File: config.mk
export PLATFORM = sky130hd
export DESIGN_NAME = cla_adder_pipelined
export DESIGN_NICKNAME = d
export VERILOG_FILES = /design/src/rtl/cla_pkg.sv /design/src/rtl/cla_chunk.sv /design/src/rtl/cla_adder_pipelined.sv
export SDC_FILE = /design/constraint.sdc
export NUM_CORES = 1
export LEC_CHECK = 0
export CAP_MARGIN = 20
export CORE_UTILIZATION = 38
export DETAILED_ROUTE_END_ITERATION = 12
export SYNTH_ARGS = -nofsm -noshare
export SYNTH_HDL_FRONTEND = slang
export SYNTH_SLANG_ARGS = --single-unit
File: constraint.sdc
create_clock -name clk -period 1.8 [get_ports clk]
set_clock_uncertainty 0.2 [all_clocks]
set_input_delay 0.45 -clock clk [delete_from_list [all_inputs] [get_ports clk]]
set_output_delay 0.45 -clock clk [all_outputs]
set_load 0.02 [all_outputs]
File: src/rtl/cla_pkg.sv
`default_nettype none
// ============================================================================
// Module      : cla_pkg
// Description : Shared constants and helpers for the pipelined CLA adder.
//               Holds the default operand width and slice width, and the
//               stage-count calculation used by the top level.
// Revision    : 1.0 - initial release
// ============================================================================
package cla_pkg;

    localparam int c_default_width = 32;
    localparam int c_default_chunk = 8;

    // Number of pipeline stages for a given operand width and slice width
    function automatic int cla_stages(input int width, input int chunk);
        return width / chunk;
    endfunction

endpackage
`default_nettype wire

File: src/rtl/cla_chunk.sv
`default_nettype none
// ============================================================================
// Module      : cla_chunk
// Description : Combinational CHUNK-bit carry-look-ahead slice. Every internal
//               carry is formed directly from the bit generate/propagate terms
//               and the slice carry-in, so no carry ripples through the slice.
//               Also exports the group propagate and group generate terms.
// Revision    : 1.0 - initial release
// ============================================================================
module cla_chunk
#(
    parameter int CHUNK = 8
) (
    input  logic [CHUNK-1:0] a,
    input  logic [CHUNK-1:0] b,
    input  logic             ci,
    output logic [CHUNK-1:0] s,
    output logic             co,
    output logic             p,
    output logic             g
);

    logic [CHUNK-1:0] w_p;
    logic [CHUNK-1:0] w_g;
    logic [CHUNK:1]   w_prop;   // w_prop[i]: bits [i-1:0] all propagate
    logic [CHUNK:1]   w_gen;    // w_gen[i]: bits [i-1:0] generate a carry
    logic [CHUNK:0]   w_c;      // w_c[i]: carry into bit i
    logic             w_term;

    assign w_p = a ^ b;
    assign w_g = a & b;

    // Sum-of-products look-ahead for every carry position
    always_comb begin
        w_prop = '0;
        w_gen  = '0;
        w_c    = '0;
        w_term = 1'b0;
        w_c[0] = ci;
        for (int i = 1; i <= CHUNK; i++) begin
            w_prop[i] = 1'b1;
            for (int k = 0; k < i; k++) begin
                w_prop[i] = w_prop[i] & w_p[k];
            end
            w_gen[i] = 1'b0;
            for (int j = 0; j < i; j++) begin
                w_term = w_g[j];
                for (int k = j + 1; k < i; k++) begin
                    w_term = w_term & w_p[k];
                end
                w_gen[i] = w_gen[i] | w_term;
            end
            w_c[i] = w_gen[i] | (w_prop[i] & ci);
        end
    end

    assign s  = w_p ^ w_c[CHUNK-1:0];
    assign co = w_c[CHUNK];
    assign p  = w_prop[CHUNK];
    assign g  = w_gen[CHUNK];

endmodule
`default_nettype wire

File: src/rtl/cla_adder_pipelined.sv
`default_nettype none
// ============================================================================
// Module      : cla_adder_pipelined
// Description : WIDTH-bit adder built from WIDTH/CHUNK carry-look-ahead slices,
//               one slice per pipeline stage, carry registered between stages.
//               Upper operand chunks travel through skew registers and finished
//               sum chunks accumulate through de-skew registers so a complete
//               result leaves the last stage aligned. valid/ready handshake on
//               both sides; the whole pipe advances together when the output
//               register is empty or being consumed.
//               Optional macro CLA_ADDER_OVERFLOW_EN adds the 'ovf' output
//               (two's-complement overflow of the full-width addition).
// Revision    : 1.0 - initial release
// ============================================================================
module cla_adder_pipelined
    import cla_pkg::*;
#(
    parameter int WIDTH = c_default_width,
    parameter int CHUNK = c_default_chunk
) (
    input  logic             clk,
    input  logic             rst_n,
    input  logic             in_valid,
    output logic             in_ready,
    input  logic [WIDTH-1:0] a,
    input  logic [WIDTH-1:0] b,
    input  logic             cin,
    output logic             out_valid,
    input  logic             out_ready,
    output logic [WIDTH-1:0] sum,
    output logic             cout
`ifdef CLA_ADDER_OVERFLOW_EN
    ,
    output logic             ovf
`endif
);

    localparam int c_stages = cla_stages(WIDTH, CHUNK);

    if ((WIDTH % CHUNK) != 0) begin : g_param_check
        $error("cla_adder_pipelined: WIDTH must be a multiple of CHUNK");
    end

    logic w_adv;

    // One global advance: the pipe moves whenever the output slot can be refilled
    assign w_adv    = !out_valid || out_ready;
    assign in_ready = w_adv;

    for (genvar k = 0; k < c_stages; k++) begin : g_stage
        logic [CHUNK-1:0]       w_a;
        logic [CHUNK-1:0]       w_b;
        logic [CHUNK-1:0]       w_s;
        logic                   w_ci;
        logic                   w_co;
        logic                   w_vin;
        logic                   w_p;
        logic                   w_g;
        logic                   w_unused_pg;
        logic [CHUNK*(k+1)-1:0] w_snext;
        logic [CHUNK*(k+1)-1:0] r_s;
        logic                   r_c;
        logic                   r_v;

        if (k == 0) begin : g_head
            assign w_a     = a[CHUNK-1:0];
            assign w_b     = b[CHUNK-1:0];
            assign w_ci    = cin;
            assign w_vin   = in_valid;
            assign w_snext = w_s;
        end else begin : g_body
            assign w_a     = g_stage[k-1].g_skew.r_a[CHUNK-1:0];
            assign w_b     = g_stage[k-1].g_skew.r_b[CHUNK-1:0];
            assign w_ci    = g_stage[k-1].r_c;
            assign w_vin   = g_stage[k-1].r_v;
            assign w_snext = {w_s, g_stage[k-1].r_s};
        end

        cla_chunk #(
            .CHUNK (CHUNK)
        ) u_chunk (
            .a  (w_a),
            .b  (w_b),
            .ci (w_ci),
            .s  (w_s),
            .co (w_co),
            .p  (w_p),
            .g  (w_g)
        );

        // The slice carry-out is registered directly; group P/G have no consumer here
        assign w_unused_pg = w_p ^ w_g;

        // Stage register: valid bit, carry to the next slice, accumulated sum chunks
        always_ff @(posedge clk or negedge rst_n) begin
            if (!rst_n) begin
                r_v <= 1'b0;
                r_c <= 1'b0;
                r_s <= '0;
            end else if (w_adv) begin
                r_v <= w_vin;
                r_c <= w_co;
                r_s <= w_snext;
            end
        end

        if (k < c_stages - 1) begin : g_skew
            localparam int c_rest = WIDTH - CHUNK * (k + 1);
            logic [c_rest-1:0] w_a_in;
            logic [c_rest-1:0] w_b_in;
            logic [c_rest-1:0] r_a;
            logic [c_rest-1:0] r_b;

            if (k == 0) begin : g_src_port
                assign w_a_in = a[WIDTH-1:CHUNK];
                assign w_b_in = b[WIDTH-1:CHUNK];
            end else begin : g_src_prev
                assign w_a_in = g_stage[k-1].g_skew.r_a[WIDTH-CHUNK*k-1:CHUNK];
                assign w_b_in = g_stage[k-1].g_skew.r_b[WIDTH-CHUNK*k-1:CHUNK];
            end

            // Skew register: operand chunks still waiting for a later slice
            always_ff @(posedge clk or negedge rst_n) begin
                if (!rst_n) begin
                    r_a <= '0;
                    r_b <= '0;
                end else if (w_adv) begin
                    r_a <= w_a_in;
                    r_b <= w_b_in;
                end
            end
        end
    end

    assign out_valid = g_stage[c_stages-1].r_v;
    assign sum       = g_stage[c_stages-1].r_s;
    assign cout      = g_stage[c_stages-1].r_c;

`ifdef CLA_ADDER_OVERFLOW_EN
    logic w_ovf_next;
    logic r_ovf;

    // Carry into the MSB is recovered as a^b^s at that bit; overflow when it differs from carry out
    assign w_ovf_next = (g_stage[c_stages-1].w_a[CHUNK-1] ^
                         g_stage[c_stages-1].w_b[CHUNK-1] ^
                         g_stage[c_stages-1].w_s[CHUNK-1]) ^ g_stage[c_stages-1].w_co;

    // Overflow flag registered alongside the last stage so it stays aligned with sum
    always_ff @(posedge clk or negedge rst_n) begin
        if (!rst_n) begin
            r_ovf <= 1'b0;
        end else if (w_adv) begin
            r_ovf <= w_ovf_next;
        end
    end

    assign ovf = r_ovf;
`endif

endmodule
`default_nettype wire

# After elaboration in Yosys (flattened, before gate mapping)
# Index checks and enable logic that the tools add are counted.
# W data, S select, Z words.
totals:
  output_inout_bits: 35
  reg_bits: 184
  wordCells: 348
classes:
  n_bitwise: 328
  n_reduce_logical: 2
ops:
  columns: ["cell", "count"]
  rows:
  - ["$and A1 B1 Y1", 172]
  - ["$or A1 B1 Y1", 144]
  - ["$xor A8 B8 Y8", 8]
  - ["$and A8 B8 Y8", 4]
  - ["$logic_not A1 Y1", 1]
  - ["$logic_or A1 B1 Y1", 1]

# Depth between registers and ports, before layout
logic_depth:
  ltp_word: 16
  mapped_depth: 7
  ltp_nobuf: 6

# Hierarchy
# A second synthesis with hierarchy kept.
unflattened:
  hier_cells: 618
  hier_area_um2: 8546.9
modules_own_cells:
  columns: ["mod", "seq_area_each_um2", "instances", "area_each_um2", "cells_per_inst"]
  rows:
  - ["cla_adder_pipelined", 4604.4, 1, 6859.1, 390]
  - ["cla_chunk (g_stage[2].u_chunk ...)", 0.0, 2, 435.4, 63]
  - ["cla_chunk (g_stage[0].u_chunk)", 0.0, 1, 409.1, 51]
  - ["cla_chunk (g_stage[1].u_chunk)", 0.0, 1, 407.9, 51]

# Worst setup path before layout
# OpenSTA, ideal clock, no wires.
synth_path:
  path_kind: "in2reg"
  startpoint: "input port a[0]"
  endpoint: "register g_stage[0].r_s[7]"
  path_slack_ps: -131
  path_buffers: 0
  t_required_ps: 1469
  arrival_ps: 1599
  cell_stages: 6
  setup_time_ps: 131
  path_cell_list: "ha_1 a211oi_2 o21ai_1 a41oi_1 xor2_1 a21oi_1"
synth_via:
  elab_chain_len: 15
synth_rtl:
  columns: ["item", "line_no", "rtl"]
  rows:
  - ["start, declared", "cla_adder_pipelined.sv:25", "input logic [WIDTH-1:0] a,"]
  - ["$and A8 B8 Y8", "cla_chunk.sv:31", "assign w_g = a & b;"]
  - ["$and A1 B1 Y1 (6 in a row)", "cla_chunk.sv:49", "w_term = w_term & w_p[k];"]
  - ["$or A1 B1 Y1 (6 in a row)", "cla_chunk.sv:51", "w_gen[i] = w_gen[i] | w_term;"]
  - ["$or A1 B1 Y1 *", "cla_chunk.sv:53", "w_c[i] = w_gen[i] | (w_prop[i] & ci);"]
  - ["$xor A8 B8 Y8 *", "cla_chunk.sv:57", "assign s = w_p ^ w_c[CHUNK-1:0];"]
  - ["end signal, assigned", "cla_adder_pipelined.sv:103", "r_s <= w_snext;"]
  - ["end, declared", "cla_adder_pipelined.sv:61", "logic [CHUNK*(k+1)-1:0] r_s;"]
# Mark *: on every way between the ends. The rest lies on a longest branch, timed or not.
# A chain may end at the register's enable or synchronous reset.

# Worst setup path in the final report
layout_path:
  startpoint: "register g_stage[0].g_skew.r_b[0]"
  endpoint: "register g_stage[1].r_s[15]"
layout_via:
  elab_chain_len: 15
layout_rtl:
  columns: ["item", "line_no", "rtl"]
  rows:
  - ["start, declared", "cla_adder_pipelined.sv:112", "logic [c_rest-1:0] r_b;"]
  - ["start signal, assigned", "cla_adder_pipelined.sv:129", "r_b <= w_b_in;"]
  - ["$and A8 B8 Y8", "cla_chunk.sv:31", null]
  - ["$and A1 B1 Y1 (6 in a row)", "cla_chunk.sv:49", null]
  - ["$or A1 B1 Y1 (6 in a row)", "cla_chunk.sv:51", null]
  - ["$or A1 B1 Y1 *", "cla_chunk.sv:53", null]
  - ["$xor A8 B8 Y8 *", "cla_chunk.sv:57", null]
  - ["end signal, assigned", "cla_adder_pipelined.sv:103", null]
  - ["end, declared", "cla_adder_pipelined.sv:61", null]
# Marked as above.

==> impl_summary.log <==
INFO  metric outcome = complete, but fails checks
INFO  metric violations = setup timing
INFO  metric track_usage = 15.9%
INFO  metric combPwrFrac = 43.2%
INFO  metric synthesis.area = 8020 µm²
INFO  metric setup_tns = -0.842 ns
INFO  metric maxSlewViolCount = 0
INFO  metric number_of_antenna_violations_at_the_first_check_in_global_routing = 0
INFO  metric worstSetupPathType = flip-flop to flip-flop
INFO  metric io_buffer_count = approximately 100
INFO  metric max_stage_delay = around 0.48 ns
INFO  metric crit_path_top_delay_cell = or4b_1
INFO  metric final_layout_size_suffix_gt1_share = between 10% and 20%
INFO  metric final_ws_setup = -0.146 ns
INFO  metric rsz_0062_raised_after_global_routing = true
INFO  metric internal_power = between 10000 and 15000 µW
INFO  metric final-hold-violation-count = 0
INFO  metric cts_max_path_buffers = 2
INFO  metric cts.root.buffer_cell = clkbuf_16
INFO  metric ys.warnings.count = 0
INFO  metric gp_congestion = 0.742
INFO  metric cts.clk_slew.worst_paths = ~0.07 ns
INFO  metric period_minus_slack = ~1.9 ns
INFO  metric vdd_ir_drop_max = between 0.0006 and 0.0007 V
INFO  metric hpwlAfterDp = around 10000 µm
INFO  metric nNetsFinal = about 1.1k
INFO  metric antenna_violating_nets_post_route = 0
INFO  metric netlist_instances = roughly 900
INFO  metric syn_to_final_growth = 33.1%
INFO  metric clk-insertion-delay-late = about 0.43 ns
INFO  metric clock.fmax = around 510 MHz
INFO  metric critPathLaunchType = flip-flop
INFO  metric clkPwrFrac = 20.0%
INFO  metric category_of_cells_accounting_for_the_largest_share_of_critical_path_delay = simple AND/OR/NAND/NOR gates
INFO  metric hold_slack = approximately 0.26 ns
INFO  metric dr_total_vias = 5965
INFO  metric chipHeight = between 100 and 150 µm
INFO  metric io-pin-count = between 100 and 150
INFO  metric routed_wl = 16100 µm
INFO  metric total_switching_power = 7100 µW
INFO  metric total_leakage_power = between 0.005 and 0.006 µW
INFO  metric timing.critical_path.to_type = flip-flop
INFO  metric netlist-cell-type-count = 38
INFO  metric place_inst = 1246
INFO  metric worst_path_cell_trace = ha_4 -> a211oi_4 -> o21ai_2 -> a31oi_2 -> or4b_1 -> nand3_1
INFO  metric slew_headroom = about 65%
INFO  metric via_count_of_the_first_global_routing_pass = ~5.7k
INFO  metric die-width = about 150 µm
INFO  metric global_route_wire_length_before_repair = ~28000 µm
INFO  metric tritoncts_clock_tree = built
INFO  metric fillCellCount = slightly below 2k
INFO  metric synth.yosys.seq_area_share = between 50 and 60%
INFO  metric worst-slew-pin-transition = around 0.52 ns
INFO  metric post-route-period-util = 108%
INFO  metric synth-seq-cells = 184
INFO  metric core_region_area = roughly 20000 µm²
INFO  metric layoutNonFillerInstCount = 1285
INFO  metric drt-initial-drc-count = 270
INFO  metric drt-pass1-iter-count = 4
INFO  metric row_count = 52
INFO  metric path_max_fanout = 3
INFO  metric report.final.setup_viol = 11
INFO  metric pwr_cell_area = ~1800 nW/µm²
INFO  metric power_switching_share = between 30% and 40%
INFO  metric cts_bufs_inserted = 17
INFO  metric timing.max_cap.violations = 0
INFO  metric worstHoldPathType = flip-flop to flip-flop
INFO  metric overflow = 0
INFO  metric avgSynthCellArea = between 9 and 10 µm²
INFO  metric cp_data_required_time = just under 2 ns
INFO  metric remaining_drc_errors = 0
INFO  metric power.sequential.fraction = between 30% and 40%
INFO  metric clock_sink_count = 184
INFO  metric grt_start_max_net_pins = 119
INFO  metric route.detailed.wl_per_inst = about 13 µm
INFO  metric final_cell_mix = 442 x nand2_1, 184 x dfrtp_1, 57 x clkdlybuf4s50_1
INFO  metric depth_of_the_cts_h_tree = 4
INFO  metric worst-endpoint-arrival = about 2.1 ns
INFO  metric layout.cells.most_common = nand2_1
INFO  metric dieArea = about 22000 µm²
INFO  metric initial_core_util = between 30% and 40%
INFO  metric worst-path-buf-inv = 0
INFO  metric syn-num-nets = 987
INFO  metric via_per_inst = roughly 4.6
INFO  metric antenna_cells_inserted = 0
[cell type report]
type	count	area, µm²	share of cell area (%)
flip-flops and latches	184	4600	43.1
inverters	15	61.3	0.574
repair buffers	142	1480	13.8
well taps	270	338	3.16
clock inverters	14	161	1.51
clock buffers	18	439	4.11
multi-input cells	642	3600	33.7
[metrics by stage]
step | instance area (µm²) | worst slack [ns] | total power, µW | utilization [%]
after global placement | 9600 | -0.628 | 14000 | 46.8
after floorplan | 8060 | -0.0195 | 11700 | -
after CTS | 10400 | -0.150 | 18500 | 50.9
after global routing | 10700 | -0.200 | 20500 | 52.1
final | 10700 | -0.146 | 19000 | 52.1
after detailed placement | 9600 | -0.620 | 14200 | 46.8
[repair_timing]
item,in CTS,in global routing
cloned,1,0
endpoints found under the setup margin,101,115
pin swaps,35,26
endpoints found under the hold margin,32,0
gates resized for setup,108,54
hold buffers,1,0
setup buffers,2,3
[power groups by stage]
stage               clock [µW]  combinational (µW)  sequential, µW
floorplan                    0                4450            7240
global placement             0                7070            6970
global route              4060                9180            7230
finish                    3790                8190            6990
detailed placement           0                7200            7010
CTS                       3910                7620            6990
[synth_stat cells]
cell type	number	area share [%]
a211oi_1	4	0.37
a211oi_2	4	0.62
a21o_1	8	0.75
a21oi_1	29	1.8
a221oi_1	2	0.22
a31oi_1	5	0.39
a31oi_2	1	0.16
a31oi_4	1	0.27
a41oi_1	1	0.11
and3_1	3	0.23
buf_1	9	0.42
buf_2	17	1.1
clkbuf_1	15	0.70
dfrtp_1	184	57
fa_1	4	1.0
ha_1	32	5.0
inv_1	14	0.66
inv_2	1	0.047
mux2i_1	2	0.25
nand2_1	442	21
nand2b_1	5	0.39
nand3_1	4	0.25
nand4b_1	1	0.11
nor2_1	24	1.1
nor2b_1	1	0.078
nor3_1	6	0.37
nor3b_1	5	0.47
nor4b_1	1	0.11
o21a_1	3	0.28
o21ai_0	10	0.62
o21ai_1	14	0.87
o21ai_2	2	0.22
o21bai_1	4	0.37
o221ai_1	1	0.11
o31ai_1	3	0.28
or4b_1	1	0.12
xnor2_1	6	0.66
xor2_1	13	1.4
[path summary, 6_finish.rpt]
check                                              start                 end  slack, ns  cells past startpoint
worst max-delay path            g_stage[0].g_skew.r_b[0]  g_stage[1].r_s[15]      -0.15                      6
worst min-delay path                  g_stage[2].r_s[13]             sum[13]       0.26                      2
worst max register to register  g_stage[0].g_skew.r_b[0]  g_stage[1].r_s[15]      -0.15                      6
worst min register to register        g_stage[2].r_s[13]             sum[13]       0.26                      2
max in group asynchronous                          rst_n   g_stage[2].r_s[0]       0.53                      3
min in group asynchronous                          rst_n             sum[17]       0.31                      2
[state kept, by name (all words and copies together) (netlist names)]
register,cells
g_stage.g_skew.r_a,48
g_stage.g_skew.r_b,48
g_stage.r_s,48
sum,32
g_stage.r_c,3
g_stage.r_v,3
cout,1
out_valid,1
[worst register-to-register path: stages, from the launching register on]
cell      delay, ns
dfrtp_1        0.40
ha_4           0.29
a211oi_4       0.07
o21ai_2        0.23
a31oi_2        0.15
or4b_1         0.48
nand3_1        0.08
[cell families (layout without fill, tap and decap cells)]
| family | count (synthesis) | after routing | share of synthesized area [%] |
|---|---|---|---|
| AND/OR/NAND/NOR | 493 | 493 | 23.9 |
| flip-flops | 184 | 184 | 57.4 |
| AO/OA/AOI/OAI | 92 | 92 | 7.46 |
| buffers and inverters | 56 | 189 | 2.89 |
| adder cells (fa/ha/maj) | 36 | 36 | 5.99 |
| XOR/XNOR | 19 | 19 | 2.07 |
| multiplexers | 2 | 2 | 0.250 |
[layer usage]
| metal | up-vias | track usage, % | share of wire (%) |
|---|---|---|---|
| li1 | 3055 | - | - |
| met1 | 2825 | 20.9 | 47 |
| met2 | 69 | 26.0 | 49 |
| met3 | 16 | 2.89 | 2.2 |
| met4 | 0 | 6.55 | 1.3 |
| met5 | - | 0 | 0 |
Note: power is estimated with default switching activity, not from simulation.
